$ cat src/rtl/window_feeder.sv
// window_feeder: turns a serial sample stream into sliding windows of
// WINDOW samples (advance STRIDE) framed every SEQ_LEN samples.
//
// Ports:
//   clk, rst          clock, synchronous active-high reset
//   feeder_valid_in   upstream sample valid
//   feeder_data_in    upstream sample
//   feeder_ready_in   block can take a sample this cycle
//   feeder_valid_out  window valid (registered)
//   feeder_data_out   window, [0] oldest .. [WINDOW-1] newest
//   feeder_last_out   current window is the last of its frame
//   feeder_ready_out  downstream accepts the window
module window_feeder #(
    parameter int DATA_WIDTH = 32,
    parameter int WINDOW     = 5,
    parameter int STRIDE     = 1,
    parameter int SEQ_LEN    = 64
) (
    input  logic                  clk,
    input  logic                  rst,
    input  logic                  feeder_valid_in,
    input  logic [DATA_WIDTH-1:0] feeder_data_in,
    output logic                  feeder_ready_in,
    output logic                  feeder_valid_out,
    output logic [DATA_WIDTH-1:0] feeder_data_out [0:WINDOW-1],
    output logic                  feeder_last_out,
    input  logic                  feeder_ready_out
);

    localparam int NUM_WINDOWS = (SEQ_LEN - WINDOW) / STRIDE + 1;
    localparam int DRAIN_LEN   =
        SEQ_LEN - (WINDOW + (NUM_WINDOWS - 1) * STRIDE);

    localparam int FILL_W  = $clog2(WINDOW + 1);
    localparam int SKIP_W  = $clog2(STRIDE + 1);
    localparam int WIN_W   = (NUM_WINDOWS > 1) ? $clog2(NUM_WINDOWS) : 1;
    localparam int DRAIN_W = (DRAIN_LEN > 0) ? $clog2(DRAIN_LEN + 1) : 1;

    localparam logic [FILL_W-1:0]  FILL_LAST  = FILL_W'(WINDOW - 1);
    localparam logic [FILL_W-1:0]  FILL_FULL  = FILL_W'(WINDOW);
    localparam logic [FILL_W-1:0]  FILL_ONE   = FILL_W'(1);
    localparam logic [SKIP_W-1:0]  SKIP_FULL  = SKIP_W'(STRIDE);
    localparam logic [SKIP_W-1:0]  SKIP_PART  = SKIP_W'(STRIDE - 1);
    localparam logic [SKIP_W-1:0]  SKIP_ONE   = SKIP_W'(1);
    localparam logic [WIN_W-1:0]   WIN_LAST   = WIN_W'(NUM_WINDOWS - 1);
    localparam logic [WIN_W-1:0]   WIN_ONE    = WIN_W'(1);
    localparam logic [DRAIN_W-1:0] DRAIN_FULL = DRAIN_W'(DRAIN_LEN);
    localparam logic [DRAIN_W-1:0] DRAIN_PART =
        DRAIN_W'((DRAIN_LEN > 0) ? DRAIN_LEN - 1 : 0);
    localparam logic [DRAIN_W-1:0] DRAIN_ONE  = DRAIN_W'(1);

    typedef enum logic [1:0] {
        S_FILL,
        S_HOLD,
        S_SKIP,
        S_DRAIN
    } state_t;

    state_t                r_state;
    logic                  r_valid;
    logic [FILL_W-1:0]     r_fill_cnt;
    logic [SKIP_W-1:0]     r_skip_cnt;
    logic [WIN_W-1:0]      r_win_cnt;
    logic [DRAIN_W-1:0]    r_drain_cnt;
    logic [DATA_WIDTH-1:0] r_shift [0:WINDOW-1];

    logic w_accept;
    logic w_handshake;
    logic w_win_last;

    // While a window waits, a new sample may only enter in the same
    // cycle the window leaves, otherwise the window would be overwritten.
    assign feeder_ready_in =
        ~rst & ((r_state != S_HOLD) | feeder_ready_out);

    assign w_accept    = feeder_valid_in & feeder_ready_in;
    assign w_handshake = r_valid & feeder_ready_out;
    assign w_win_last  = (r_win_cnt == WIN_LAST);

    assign feeder_valid_out = r_valid;
    assign feeder_last_out  = r_valid & w_win_last;
    assign feeder_data_out  = r_shift;

    always_ff @(posedge clk) begin
        if (rst) begin
            for (int i = 0; i < WINDOW; i++) begin
                r_shift[i] <= '0;
            end
        end else if (w_accept) begin
            for (int i = 0; i < WINDOW - 1; i++) begin
                r_shift[i] <= r_shift[i+1];
            end
            r_shift[WINDOW-1] <= feeder_data_in;
        end
    end

    always_ff @(posedge clk) begin
        if (rst) begin
            r_state     <= S_FILL;
            r_valid     <= 1'b0;
            r_fill_cnt  <= '0;
            r_skip_cnt  <= '0;
            r_win_cnt   <= '0;
            r_drain_cnt <= '0;
        end else begin
            unique case (r_state)
                S_FILL: begin
                    if (w_accept) begin
                        if (r_fill_cnt == FILL_LAST) begin
                            r_fill_cnt <= FILL_FULL;
                            r_state    <= S_HOLD;
                            r_valid    <= 1'b1;
                        end else begin
                            r_fill_cnt <= r_fill_cnt + FILL_ONE;
                        end
                    end
                end

                S_HOLD: begin
                    if (w_handshake) begin
                        if (!w_win_last) begin
                            r_win_cnt <= r_win_cnt + WIN_ONE;
                            if (w_accept) begin
                                // With STRIDE 1 the accepted sample
                                // already completes the next window.
                                if (STRIDE != 1) begin
                                    r_state    <= S_SKIP;
                                    r_skip_cnt <= SKIP_PART;
                                    r_valid    <= 1'b0;
                                end
                            end else begin
                                r_state    <= S_SKIP;
                                r_skip_cnt <= SKIP_FULL;
                                r_valid    <= 1'b0;
                            end
                        end else begin
                            r_win_cnt  <= '0;
                            r_fill_cnt <= '0;
                            r_valid    <= 1'b0;
                            if (DRAIN_LEN > 0) begin
                                // A coincident sample is the first
                                // sample of the drain tail.
                                if (w_accept && DRAIN_LEN == 1) begin
                                    r_state     <= S_FILL;
                                    r_drain_cnt <= '0;
                                end else begin
                                    r_state     <= S_DRAIN;
                                    r_drain_cnt <= w_accept ? DRAIN_PART
                                                            : DRAIN_FULL;
                                end
                            end else begin
                                // No tail: a coincident sample opens
                                // the next frame.
                                r_state <= S_FILL;
                                if (w_accept) begin
                                    r_fill_cnt <= FILL_ONE;
                                    if (WINDOW == 1) begin
                                        r_state <= S_HOLD;
                                        r_valid <= 1'b1;
                                    end
                                end
                            end
                        end
                    end
                end

                S_SKIP: begin
                    if (w_accept) begin
                        if (r_skip_cnt == SKIP_ONE) begin
                            r_skip_cnt <= '0;
                            r_state    <= S_HOLD;
                            r_valid    <= 1'b1;
                        end else begin
                            r_skip_cnt <= r_skip_cnt - SKIP_ONE;
                        end
                    end
                end

                S_DRAIN: begin
                    if (w_accept) begin
                        if (r_drain_cnt == DRAIN_ONE) begin
                            r_drain_cnt <= '0;
                            r_state     <= S_FILL;
                        end else begin
                            r_drain_cnt <= r_drain_cnt - DRAIN_ONE;
                        end
                    end
                end

                default: begin
                    r_state <= S_FILL;
                    r_valid <= 1'b0;
                end
            endcase
        end
    end

endmodule

$ cat config.mk
export PLATFORM = sky130hd
export DESIGN_NAME = window_feeder
export DESIGN_NICKNAME = d
export VERILOG_FILES = /design/src/rtl/window_feeder.sv
export SDC_FILE = /design/constraint.sdc
export NUM_CORES = 1
export LEC_CHECK = 0
export BUFFER_PORTS_ARGS = -buffer_cell sky130_fd_sc_hd__buf_2
export CORE_ASPECT_RATIO = 2
export CORE_MARGIN = 4
export CORE_UTILIZATION = 55
export DETAILED_ROUTE_END_ITERATION = 10
export GPL_ROUTABILITY_DRIVEN = 0
export HOLD_SLACK_MARGIN = 0.03
export PLACE_DENSITY_LB_ADDON = 0.3
export SYNTH_ARGS = -nofsm -noshare
export SYNTH_HDL_FRONTEND = slang
export SYNTH_SLANG_ARGS = --single-unit
export TNS_END_PERCENT = 30
$ cat constraint.sdc
create_clock -name clk -period 5 [get_ports clk]
set_input_delay 0.5 -clock clk [delete_from_list [all_inputs] [get_ports clk]]
set_output_delay 0.5 -clock clk [all_outputs]
set_load 0.01 [all_outputs]
==> impl_metrics.toml, run 1 <==
[placement]
dpl.hpwl_um = 10600
portBuffers = 198

[status]
status = "completed"

[critical_path]
worstRegToRegCells = 7
cpMaxStageDelayCell = "buf_4"
rrSetupSlack_ns = 2.22
critPathCapture = "feeder_data_out[56]"
path_cells = "inv_1, ha_1, nor2b_1, or2_4, buf_4, nand3b_1, nand2_1"
cp.depth = 7
worst_ep_arrival_time_ns = 3.13
cpLargestDelayFamily = "simple AND/OR/NAND/NOR gates"
startpoint_type = "flip-flop"
max_stage_delay_ns = 0.61
cp_max_fo = 61
r2r_end = "feeder_data_out[56]"
rr_startpoint = "r_state[1]"
critPathKind = "reg2reg"
cp_num_buf_inv = 2
end_kind = "flip-flop"
startpoint = "r_state[1]"
required_ns = 5.35

[route]
num_vias = 5755
wl_per_cell_um = 14.7
dr.first_iter.drc_count = 465
ant_nets = 0
drt-total-wl_um = 16300
drc = 0
viasPerCell = 5.19
dr.pass1.iters = 5

[min_path]
hold_class = "in2reg"

[timing]
slew_violations = 0
fin_crit_ns = 2.78
setup_viol = 0
fin_skew_ns = 0.0107
slew_headroom = 0.527
finalHoldViolCount = 0
rsz0062_at_grt = "false"
fmax_mhz = 360
period_share = 0.555
final.setup.tns_ns = 0
tightest_slew_ns = 0.709

[clock_tree]
cts_sinks = 174
clock_path_buffers = 2
h-tree-depth = 4
postCtsHoldBufs = 0
clockRootBuffer = "clkbuf_16"
clkLatencyLatePin_ns = 0.41
clk_pin_slew_worst_paths_ns = 0.07
cts_setup_buffers = 0
cts_buffers = 17
cts_tree = "done"
cts_resized = 0

[synthesis]
syn_area_um2 = 6650
synth_seq_cells = 174
synth_area_leaders = "dfxtp_1 52%, nand2_1 19%, nand3b_1 18%, clkbuf_1 1.9%, buf_2 1.4%"
synthesis.nets = 829
synth_edf_count = 0
yosysWarnings = 0
synthDistinctLibCells = 40
yosys.area.top_type_share = 0.524
avgSynthCellArea_um2 = 8.46
synthCells = 786
synth_ff_type = "dfxtp_1"
synthArstFlopShare = 0
yosysSeqAreaShare = 0.524
synth_area_leader_cell = "dfxtp_1"

[floorplan]
start_util = 0.565
core_area_um2 = 11800
die_area_um2 = 14000
num_rows = 56
die_y_um = 164
die_width_um = 85.8
io_pins = 199

[power]
ir_drop_mv = 0.264
p_leak_nw = 4.30
power_mw = 2.94
p_per_area_nw_per_um2 = 359

[grt]
grt_max_degree = 164
grt_pass1_vias = 5276
antenna_found_initial = 0
grt_overflow = 0
grtUsageTotal = 0.230
grt_pass1_wl_um = 26200

[layout]
area_growth_pct = 23.3
num-nets-final = 994
drive_gt1_frac = 0.249
fillers = 1002
final_cell_mix = "328 x nand2_1, 197 x buf_2, 174 x dfxtp_1"
n_antenna_cell = 0
mostFrequentLayoutCell = "nand2_1"

[job]
drv_cap = 0
==> state kept, by name, summed over array words and instances, names as in the netlist <==
signal and count:
feeder_data_out 160, feeder_valid_out 1, r_drain_cnt 1, r_fill_cnt 3
r_skip_cnt 1, r_state 2, r_win_cnt 6
==> worst reg2reg max path, cell delays in order, from the launching register on <==
cell      delay (ns)
dfxtp_1         0.33
inv_1           0.11
ha_1            0.41
nor2b_1         0.43
or2_4           0.56
buf_4           0.61
nand3b_1        0.17
nand2_1         0.10
==> cell families after synthesis <==
kind of cell | count (synthesis) | share of synthesized area
simple gates | 514 | 0.388
compound gates | 23 | 0.0273
buf+inv | 62 | 0.0395
xor+xnor | 5 | 0.00658
fa+ha+maj | 7 | 0.0132
mux | 1 | 0.00150
flops | 174 | 0.524
==> synth_stat cells, types with 3 or more instances <==
cell,instances
nand2_1,328
dfxtp_1,174
nand3b_1,161
clkbuf_1,34
buf_2,18
nor2_1,10
ha_1,7
inv_1,6
o21ai_0,4
o31ai_1,4
xor2_1,4
a21oi_1,3
buf_1,3
==> layer usage <==
| metal | vias to the layer above | share of wire | wire length [um] | track usage |
|---|---|---|---|---|
| li1 | 2894 | - | - | - |
| met1 | 2672 | 0.42 | 6860 | 0.291 |
| met2 | 160 | 0.50 | 8240 | 0.383 |
| met3 | 29 | 0.048 | 780 | 0.0429 |
| met4 | 0 | 0.028 | 456 | 0.0901 |
| met5 | - | 0 | 0 | 0 |
==> cell type report <==
type	count	area [um2]	area share
sequential	174	3480	0.425
multi-input combinational	550	2920	0.356
timing repair buffer	202	1040	0.126
clock buffer	17	425	0.0519
tap	145	181	0.0221
clock inverter	14	135	0.0165
inverter	6	22.5	0.00275
==> through the flow <==
step / hold WS (ns) / instance area [um2] / worst slack [ns] / cells / utilization
3_3_place_gp: 0.439 / 7640 / 2.24 / 1077 / 0.649
2_1_floorplan: 0.443 / 6650 / 3.17 / 786 / -
6_report: 0.267 / 8200 / 2.22 / 1108 / 0.697
3_5_place_dp: 0.438 / 7640 / 2.25 / 1077 / 0.649
4_1_cts: 0.248 / 8200 / 2.22 / 1108 / 0.697
5_1_grt: 0.256 / 8200 / 1.96 / 1108 / 0.697
==> worst min-delay path by stage <==
stage          slack [ns]             endpoint                start  depth (start not counted)
6_report             0.27  feeder_data_out[10]   feeder_data_in[10]                          3
5_1_grt              0.26   feeder_data_out[9]    feeder_data_in[9]                          3
4_1_cts              0.25   feeder_data_out[9]    feeder_data_in[9]                          3
3_5_place_dp         0.44  feeder_data_out[66]  feeder_data_out[34]                          2
3_3_place_gp         0.44  feeder_data_out[94]  feeder_data_out[62]                          2
2_1_floorplan        0.44           r_skip_cnt           r_skip_cnt                          1
==> report_power, final <==
group / internal, mW / switching, mW
logic: 0.0881 / 0.134
registers: 1.44 / 0.0398
clock network: 0.693 / 0.552
Power figures use the tool's default switching activity.
==> inputs of run 2 (changes only) <==
Settings changed: ABC_AREA set to 1, CORE_UTILIZATION 55 to 50.
Clock period 5 ns to 2.9 ns, I/O delays scaled along.
==> run 2 against run 1 <==
Net effect:
- register-to-register slack got worse by 1.6 ns
- total power up 73%
- design area down 4.2%
- highest routed layer unchanged
==> impl_metrics.toml, run 2 <==
[critical_path]
end_kind = "flip-flop"
worstRegToRegCells = 8
cp_max_fo = 54
worst_ep_arrival_time_ns = 2.65
rr_startpoint = "r_state[1]"
critPathCapture = "feeder_data_out[139]"
critPathKind = "reg2reg"
r2r_end = "feeder_data_out[139]"
startpoint_type = "flip-flop"
rrSetupSlack_ns = 0.61
startpoint = "r_state[1]"
required_ns = 3.26

[clock_tree]
cts_sinks = 174
clockRootBuffer = "clkbuf_16"
h-tree-depth = 4
cts_buffers = 17
cts_setup_buffers = 0
cts_resized = 0
clock_path_buffers = 2
clk_pin_slew_worst_paths_ns = 0.07
cts_tree = "done"
postCtsHoldBufs = 0
clkLatencyLatePin_ns = 0.41

[timing]
fin_crit_ns = 2.29
fmax_mhz = 437
setup_viol = 0
tightest_slew_ns = 0.832
finalHoldViolCount = 0
slew_headroom = 0.445
fin_hold_ws_ns = 0.0699
fin_skew_ns = 0.00914
slew_violations = 0
rsz0062_at_grt = "false"
period_share = 0.789
final.setup.tns_ns = 0

[floorplan]
io_pins = 199
start_util = 0.513
die_area_um2 = 14600
num_rows = 57
core_area_um2 = 12300
die_width_um = 87.3
die_y_um = 167

[synthesis]
yosys.area.top_type_share = 0.553
synth_area_leaders = "dfxtp_1 55%, nand2_1 10%, nand3_1 9.9%, o21ai_0 7.4%, a21oi_1 4.5%"
syn_area_um2 = 6290
synth_commonest_cells = "174 x dfxtp_1, 171 x nand2_1, 124 x nand3_1, 93 x o21ai_0, 62 x inv_1"
synth_edf_count = 0
yosysSeqAreaShare = 0.553
synthArstFlopShare = 0
yosys.cell_count.top_type = "dfxtp_1"
synthesis.nets = 826
synth_area_leader_cell = "dfxtp_1"
yosysWarnings = 0
synth_seq_cells = 174
synth_ff_type = "dfxtp_1"
avgSynthCellArea_um2 = 8.04
synthCells = 783
synthDistinctLibCells = 26

[grt]
grt_max_degree = 126
grt.busiest_layer = "met2"
grtUsageTotal = 0.212
use_met3 = 0.0376
grt_use_met1 = 0.255
grt_util_met2 = 0.362
grt_overflow = 0
antenna_found_initial = 0
grt_pass1_vias = 5105
grt_pass1_wl_um = 25000

[layout]
drive_gt1_frac = 0.255
num-nets-final = 994
n_antenna_cell = 0
mostFrequentLayoutCell = "buf_2"
area_growth_pct = 24.8
fin_cells = 1111
fillers = 1126
final_cell_mix = "198 x buf_2, 174 x dfxtp_1, 171 x nand2_1"
largest_reg_flops = 160

[power]
p_per_area_nw_per_um2 = 647
power_mw = 5.08
p_leak_nw = 3.88
ir_drop_mv = 0.509

[route]
wl_per_cell_um = 13.8
dr.first_iter.drc_count = 277
ant_nets = 0
drt-total-wl_um = 15300
dr.pass1.iters = 5
num_vias = 5568
viasPerCell = 5.01
drc = 0

[placement]
dpl.hpwl_um = 10800
portBuffers = 198
place_inst = 1079

[status]
status = "completed"

[min_path]
hold_class = "in2reg"

[job]
drv_cap = 0
==> run 2: cell type report <==
| type | count | area [um2] | share of cell area |
|---|---|---|---|
| Sequential cell | 174 | 3480 | 0.444 |
| Inverter | 67 | 254 | 0.0324 |
| Tap cell | 147 | 184 | 0.0234 |
| Clock buffer | 17 | 425 | 0.0542 |
| Multi-Input combinational cell | 488 | 2310 | 0.294 |
| Timing Repair Buffer | 203 | 1070 | 0.136 |
| Clock inverter | 15 | 128 | 0.0163 |
==> run 2: how the worst min path moves through the flow <==
stage,start,endpoint,depth (start not counted),slack (ns)
3_3_place_gp,feeder_data_out[68],feeder_data_out[68],2,0.45
6_report,feeder_data_in[25],feeder_data_out[25],3,0.07
5_1_grt,feeder_data_in[25],feeder_data_out[25],3,0.06
4_1_cts,feeder_data_in[27],feeder_data_out[27],3,0.06
2_1_floorplan,rst,r_fill_cnt[0],1,0.36
3_5_place_dp,feeder_data_out[7],feeder_data_out[7],2,0.45
==> run 2: stage by stage <==
| step | util | worst slack [ns] | cell area [um2] |
|---|---|---|---|
| after CTS | 0.640 | 0.620 | 7850 |
| after floorplan | - | 1.39 | 6290 |
| after global routing | 0.640 | 0.424 | 7850 |
| after global placement | 0.595 | 0.719 | 7300 |
| final | 0.640 | 0.613 | 7850 |
| after detailed placement | 0.595 | 0.652 | 7300 |
==> run 2: power by group <==
part / internal, mW / total, mW / leakage (nW) / switching [mW]
Clock: 1.13 / 2.11 / 0.260 / 0.985
Sequential: 2.49 / 2.55 / 1.42 / 0.0633
Combinational: 0.147 / 0.415 / 2.20 / 0.269
==> run 2: cell families after synthesis <==
logic type / count (synthesis) / share of synthesized area
simple gates: 324 / 0.224
compound gates: 154 / 0.124
flops: 174 / 0.553
xor+xnor: 3 / 0.00418
buf+inv: 121 / 0.0805
fa+ha+maj: 7 / 0.0139
==> run 2: critical path, cell delays in order, from the launching register on <==
cell and delay, ns:
dfxtp_1 0.38, inv_1 0.08, ha_1 0.31, nand2_1 0.16, nand3_4 0.37, inv_2 0.43, buf_12 0.29, nand2_1 0.11
nand2_1 0.08
==> run 2: metal layers <==
layer / vias up / wire length, um
li1: 2892 / -
met1: 2476 / 6150
met2: 170 / 7810
met3: 30 / 784
met4: 0 / 553
met5: - / 0
